--- src/rtl/sseg_scan_ctrl.sv ---
// Multiplexed NUM_DIGITS hex seven-segment scanner.
// Features: double-buffered loads, leading-zero blanking, 16-level PWM and selectable output polarity.
module sseg_scan_ctrl #(
  parameter int NUM_DIGITS     = 2,
  parameter int DIV_BITS       = 10,
  parameter int SEG_ACTIVE_LOW = 1,
  parameter int SEL_ACTIVE_LOW = 0
) (
  input  logic                    CLK,
  input  logic                    RST_N,
  input  logic [4*NUM_DIGITS-1:0] din,
  input  logic [NUM_DIGITS-1:0]   dp_in,
  input  logic                    load,
  input  logic                    blank_lz,
  input  logic [3:0]              brightness,
  output logic [6:0]              seg_out,
  output logic                    dp_out,
  output logic [NUM_DIGITS-1:0]   digit_sel,
  output logic                    frame
);

  localparam int IDX_W = (NUM_DIGITS > 1) ? $clog2(NUM_DIGITS) : 1;
  localparam logic [IDX_W-1:0] LAST_IDX = IDX_W'(NUM_DIGITS - 1);
  localparam logic SEG_INV = (SEG_ACTIVE_LOW != 0);
  localparam logic SEL_INV = (SEL_ACTIVE_LOW != 0);

  // Raw active-high {g,f,e,d,c,b,a} glyphs for one hex nibble.
  function automatic logic [6:0] hex_font(input logic [3:0] nib);
    logic [6:0] v_seg;
    case (nib)
      4'h0:    v_seg = 7'b0111111;
      4'h1:    v_seg = 7'b0000110;
      4'h2:    v_seg = 7'b1011011;
      4'h3:    v_seg = 7'b1001111;
      4'h4:    v_seg = 7'b1100110;
      4'h5:    v_seg = 7'b1101101;
      4'h6:    v_seg = 7'b1111101;
      4'h7:    v_seg = 7'b0000111;
      4'h8:    v_seg = 7'b1111111;
      4'h9:    v_seg = 7'b1101111;
      4'hA:    v_seg = 7'b1110111;
      4'hB:    v_seg = 7'b1111100;
      4'hC:    v_seg = 7'b0111001;
      4'hD:    v_seg = 7'b1011110;
      4'hE:    v_seg = 7'b1111001;
      4'hF:    v_seg = 7'b1110001;
      default: v_seg = 7'b0000000;
    endcase
    return v_seg;
  endfunction

  logic [DIV_BITS-1:0]     r_div;
  logic [IDX_W-1:0]        r_idx;
  logic [4*NUM_DIGITS-1:0] r_pend_nib;
  logic [NUM_DIGITS-1:0]   r_pend_dp;
  logic [4*NUM_DIGITS-1:0] r_act_nib;
  logic [NUM_DIGITS-1:0]   r_act_dp;
  logic [6:0]              r_seg;
  logic                    r_dp;
  logic [NUM_DIGITS-1:0]   r_sel;
  logic                    r_frame;

  logic                    w_tick;
  logic                    w_swap;
  logic [3:0]              w_nib;
  logic [NUM_DIGITS-1:0]   w_lz;
  logic                    w_blank;
  logic                    w_pwm_on;
  logic [NUM_DIGITS-1:0]   w_sel_raw;
  logic [6:0]              w_seg_raw;

  assign w_tick   = &r_div;
  assign w_swap   = w_tick && (r_idx == LAST_IDX);
  assign w_nib    = r_act_nib[{r_idx, 2'b00} +: 4];
  assign w_pwm_on = (r_div[DIV_BITS-1 -: 4] <= brightness);
  assign w_blank  = blank_lz && (r_idx != '0) && w_lz[r_idx];

  // Per-digit flag: this nibble and every more-significant nibble are zero.
  always_comb begin
    logic v_run;
    v_run = 1'b1;
    w_lz  = '0;
    for (int i = NUM_DIGITS - 1; i >= 0; i--) begin
      v_run   = v_run && (r_act_nib[4*i +: 4] == 4'h0);
      w_lz[i] = v_run;
    end
  end

  // Raw (active-high) digit enable and segment pattern for the current slot.
  always_comb begin
    w_sel_raw = '0;
    if (w_pwm_on) begin
      w_sel_raw[r_idx] = 1'b1;
    end else begin
      w_sel_raw = '0;
    end
    if (w_blank) begin
      w_seg_raw = 7'b0000000;
    end else begin
      w_seg_raw = hex_font(w_nib);
    end
  end

  // Free-running scan divider and digit index.
  always_ff @(posedge CLK or negedge RST_N) begin
    if (!RST_N) begin
      r_div <= '0;
      r_idx <= '0;
    end else begin
      r_div <= r_div + DIV_BITS'(1);
      if (w_tick) begin
        r_idx <= (r_idx == LAST_IDX) ? '0 : r_idx + IDX_W'(1);
      end
    end
  end

  // Pending/active buffers; a swap copies the pre-edge pending value, so a coincident load lands next frame.
  always_ff @(posedge CLK or negedge RST_N) begin
    if (!RST_N) begin
      r_pend_nib <= '0;
      r_pend_dp  <= '0;
      r_act_nib  <= '0;
      r_act_dp   <= '0;
      r_frame    <= 1'b0;
    end else begin
      if (load) begin
        r_pend_nib <= din;
        r_pend_dp  <= dp_in;
      end
      if (w_swap) begin
        r_act_nib <= r_pend_nib;
        r_act_dp  <= r_pend_dp;
      end
      r_frame <= w_swap;
    end
  end

  // Registered pin drivers with polarity applied.
  always_ff @(posedge CLK or negedge RST_N) begin
    if (!RST_N) begin
      r_seg <= {7{SEG_INV}};
      r_dp  <= SEG_INV;
      r_sel <= {NUM_DIGITS{SEL_INV}};
    end else begin
      r_seg <= w_seg_raw ^ {7{SEG_INV}};
      r_dp  <= r_act_dp[r_idx] ^ SEG_INV;
      r_sel <= w_sel_raw ^ {NUM_DIGITS{SEL_INV}};
    end
  end

  assign seg_out   = r_seg;
  assign dp_out    = r_dp;
  assign digit_sel = r_sel;
  assign frame     = r_frame;

endmodule

--- config.mk ---
export PLATFORM = sky130hd
export DESIGN_NAME = sseg_scan_ctrl
export DESIGN_NICKNAME = d
export VERILOG_FILES = /design/src/rtl/sseg_scan_ctrl.sv
export SDC_FILE = /design/constraint.sdc
export NUM_CORES = 1
export LEC_CHECK = 0
export CAP_MARGIN = 20
export CORE_MARGIN = 10
export CORE_UTILIZATION = 58
export DETAILED_ROUTE_END_ITERATION = 10
export PLACE_DENSITY = 0.94
export SLEW_MARGIN = 20
export SYNTH_ARGS = -nofsm -noshare
export SYNTH_HDL_FRONTEND = slang
export SYNTH_SLANG_ARGS = --single-unit
--- constraint.sdc ---
create_clock -name CLK -period 5.4 [get_ports CLK]
set_clock_uncertainty 0.2 [all_clocks]
set_input_delay 1.35 -clock CLK [delete_from_list [all_inputs] [get_ports CLK]]
set_output_delay 1.35 -clock CLK [all_outputs]
set_load 0.005 [all_outputs]
==> results.py <==
metrics = {
    "status": {
        "status": "finished clean",
    },
    "routing": {
        "drt_iter0_markers": 76,
        "wl_mm": 3.439,
        "antenna_left": 0,
        "viasPerCell": 5.398,
        "drt-pass1-iter-count": 4,
        "routedWlPerCell_um": 14.89,
        "drcViolationCount": 0,
        "vias": 1247,
    },
    "place": {
        "place_congestion": 0.8137,
        "dp_cells": 223,
        "hpwl_mm": 2.620,
        "portBuffers": 28,
    },
    "floorplanning": {
        "start_util_pct": 60.16,
        "design.core.area_um2": 3363,
        "num_rows": 21,
        "die_w_um": 79.06,
        "die_h_um": 79.06,
        "io_pins": 29,
        "dieArea_um2": 6250,
    },
    "clock_tree": {
        "cts_tree": "built",
        "cts_resized": 0,
        "cts_buffers": 5,
        "post_cts_buffers": 0,
        "cts.reportedPaths.clkPinSlew_ns": 0.12,
        "insertion_delay_ns": 0.36,
        "cts_buffer_depth": 2,
        "cts_num_sinks": 42,
        "h-tree-depth": 2,
        "cts_hold_buf": 0,
        "root_buffer": "clkbuf_4",
    },
    "yosys": {
        "yosys_most_used_dff": "dfrtp_1",
        "synth_area_um2": 2023,
        "avgSynthCellArea_um2": 13.14,
        "netlist_top_cells_count": "34 x dfrtp_1, 13 x mux2_2, 11 x ha_1",
        "synthArstFlopShare_pct": 100.0,
        "yosys-top-cells-area": "dfrtp_1 42%, dfstp_2 10%, mux2_4 7.4%",
        "synth_top_area_share_pct": 42.05,
        "netlist_instances": 154,
        "synth_most_common_cell": "dfrtp_1",
        "yosysWarnings": 0,
        "synth_edf_count": 0,
        "mappedNetlistNets": 183,
        "yosys.area.top_type": "dfrtp_1",
        "yosysSeqAreaShare_pct": 52.44,
        "ys_ff_latch": 42,
        "synth.distinct_cells": 38,
    },
    "setup_path": {
        "worstSetupPathDepth": 1,
        "worstPathRequired_ns": 3.85,
        "endpoint_kind": "output pin",
        "crit-reg2reg-launch": "r_idx",
        "crit_path_top_delay_cell": "dfstp_2",
        "worstPathArrival_ns": 1.40,
        "reg2reg_depth": 6,
        "crit_fanout": 1,
        "setup.worst_path.start_class": "flip-flop",
        "max_stage_delay_ns": 0.54,
        "critPathLaunch": "seg_out[4]",
        "cp_top_family": "flip-flops",
        "path_cells": "clkdlybuf4s50_1",
        "crit_type": "reg2out",
        "worst-path-buf-inv": 1,
    },
    "global_route": {
        "grt_start_max_net_pins": 43,
        "grt_pass1_vias": 1337,
        "antenna_found_initial": 0,
        "track_usage_pct": 11.80,
        "grt_pass1_wl_mm": 5.996,
        "overflow": 0,
    },
    "sta": {
        "max_freq_mhz": 339.4,
        "rsz0062_at_grt": "false",
        "finalSetupViolations": 0,
        "finalCritPeriodShare_pct": 54.56,
        "hold_violations": 0,
        "max-slew-margin-rel_pct": 35.13,
        "final-max-slew-violation-count": 0,
        "setup-tns-final_ns": 0,
        "worst_pin_slew_ns": 0.9460,
        "period_needed_ns": 2.947,
    },
    "cells_and_area": {
        "n_antenna_cell": 0,
        "final_nets": 213,
        "syn_to_final_growth_pct": 18.18,
        "drive_gt1_share_pct": 24.32,
        "final_cells": 231,
    },
    "pwr": {
        "irDropWorstVdd_v": 0.0002337,
        "leakage_nw": 1.037,
        "p_per_area_nw_per_um2": 233.6,
    },
    "min_path": {
        "whs_path_depth": 1,
        "hold_start": "r_act_dp[0]",
        "hold_class": "reg2reg",
    },
    "run": {
        "drv_cap": 0,
    },
}
path summary, 6_finish.rpt:
kind,end,slack [ns]
hold / removal,dp_out,0.24
hold reg to reg,dp_out,0.24
setup / recovery,seg_out[4],2.45
max in group asynchronous,r_pend_dp[1],3.57
min in group asynchronous,r_div[4],0.89
setup reg to reg,seg_out[4],2.95
where the power goes:
| part | total, mW | leakage [nW] | switching, mW | internal (mW) |
|---|---|---|---|---|
| Combinational | 0.0305 | 0.484 | 0.0116 | 0.0189 |
| Clock | 0.202 | 0.0374 | 0.104 | 0.0971 |
| Sequential | 0.326 | 0.516 | 0.00397 | 0.322 |
final cells by class:
type	instances	area (µm²)
clock buffer	5	37.54
fill	258	972.2
clock inverter	3	45.04
tap	46	57.56
timing repair buffer	28	275.3
multi-input combinational	98	880.8
sequential	42	1061
inverter	9	33.78
flip-flops by register name (all words and copies together), names as in the netlist:
| signal | count |
|---|---|
| r_idx | 1 |
| r_pend_nib | 8 |
| dp_out | 1 |
| frame | 1 |
| digit_sel | 2 |
| seg_out | 7 |
| r_act_nib | 8 |
| r_act_dp | 2 |
| r_pend_dp | 2 |
| r_div | 10 |
cell families (layout without fill, tap and decap cells):
kind of cell / Yosys count / count (layout) / synth area share [%]
flops: 42 / 42 / 52.44
mux: 28 / 28 / 17.32
compound gates: 17 / 17 / 5.318
buf+inv: 14 / 45 / 4.019
xor+xnor: 11 / 11 / 4.762
fa+ha+maj: 11 / 11 / 6.803
simple gates: 31 / 31 / 9.339
cell usage in the layout (no fill, tap or decap), types with 2 or more instances in the layout:
cell type | Yosys | final
a21oi_1 | 3 | 3
a31oi_1 | 2 | 2
and2_1 | 2 | 2
clkbuf_4 | 0 | 5
clkdlybuf4s50_1 | 0 | 27
clkinvlp_4 | 0 | 2
dfrtp_1 | 34 | 34
dfstp_2 | 8 | 8
ha_1 | 11 | 11
inv_1 | 9 | 9
mux2_2 | 13 | 13
mux2_4 | 10 | 10
mux2i_1 | 4 | 4
nand2_1 | 5 | 5
nand3_1 | 4 | 4
nor2_1 | 7 | 7
nor2b_1 | 3 | 3
o21ai_0 | 4 | 4
o221ai_1 | 2 | 2
o22ai_1 | 2 | 2
o311ai_1 | 2 | 2
xnor2_1 | 7 | 7
xor2_1 | 4 | 4
metal layers:
| metal | vias to the layer above | global-route usage (%) | part of all wire, % |
|---|---|---|---|
| li1 | 594 | - | - |
| met1 | 607 | 12.24 | 39 |
| met5 | - | 0 | 0 |
| met3 | 7 | 4.505 | 6.4 |
| met4 | 0 | 3.763 | 1.4 |
| met2 | 39 | 21.37 | 53 |
metrics by stage:
stage | instance area [µm²] | power [mW] | utilization (%) | hold slack [ns] | setup WS [ns]
after floorplan | 2023 | 0.3427 | - | 0.1887 | 3.041
after global placement | 2308 | 0.3618 | 68.64 | 0.2194 | 2.538
after detailed placement | 2308 | 0.3639 | 68.64 | 0.2204 | 2.491
after CTS | 2391 | 0.5614 | 71.09 | 0.2491 | 2.437
after global routing | 2391 | 0.5797 | 71.09 | 0.2745 | 2.413
final | 2391 | 0.5585 | 71.09 | 0.2369 | 2.454
Note: power is estimated with default switching activity, not from simulation.
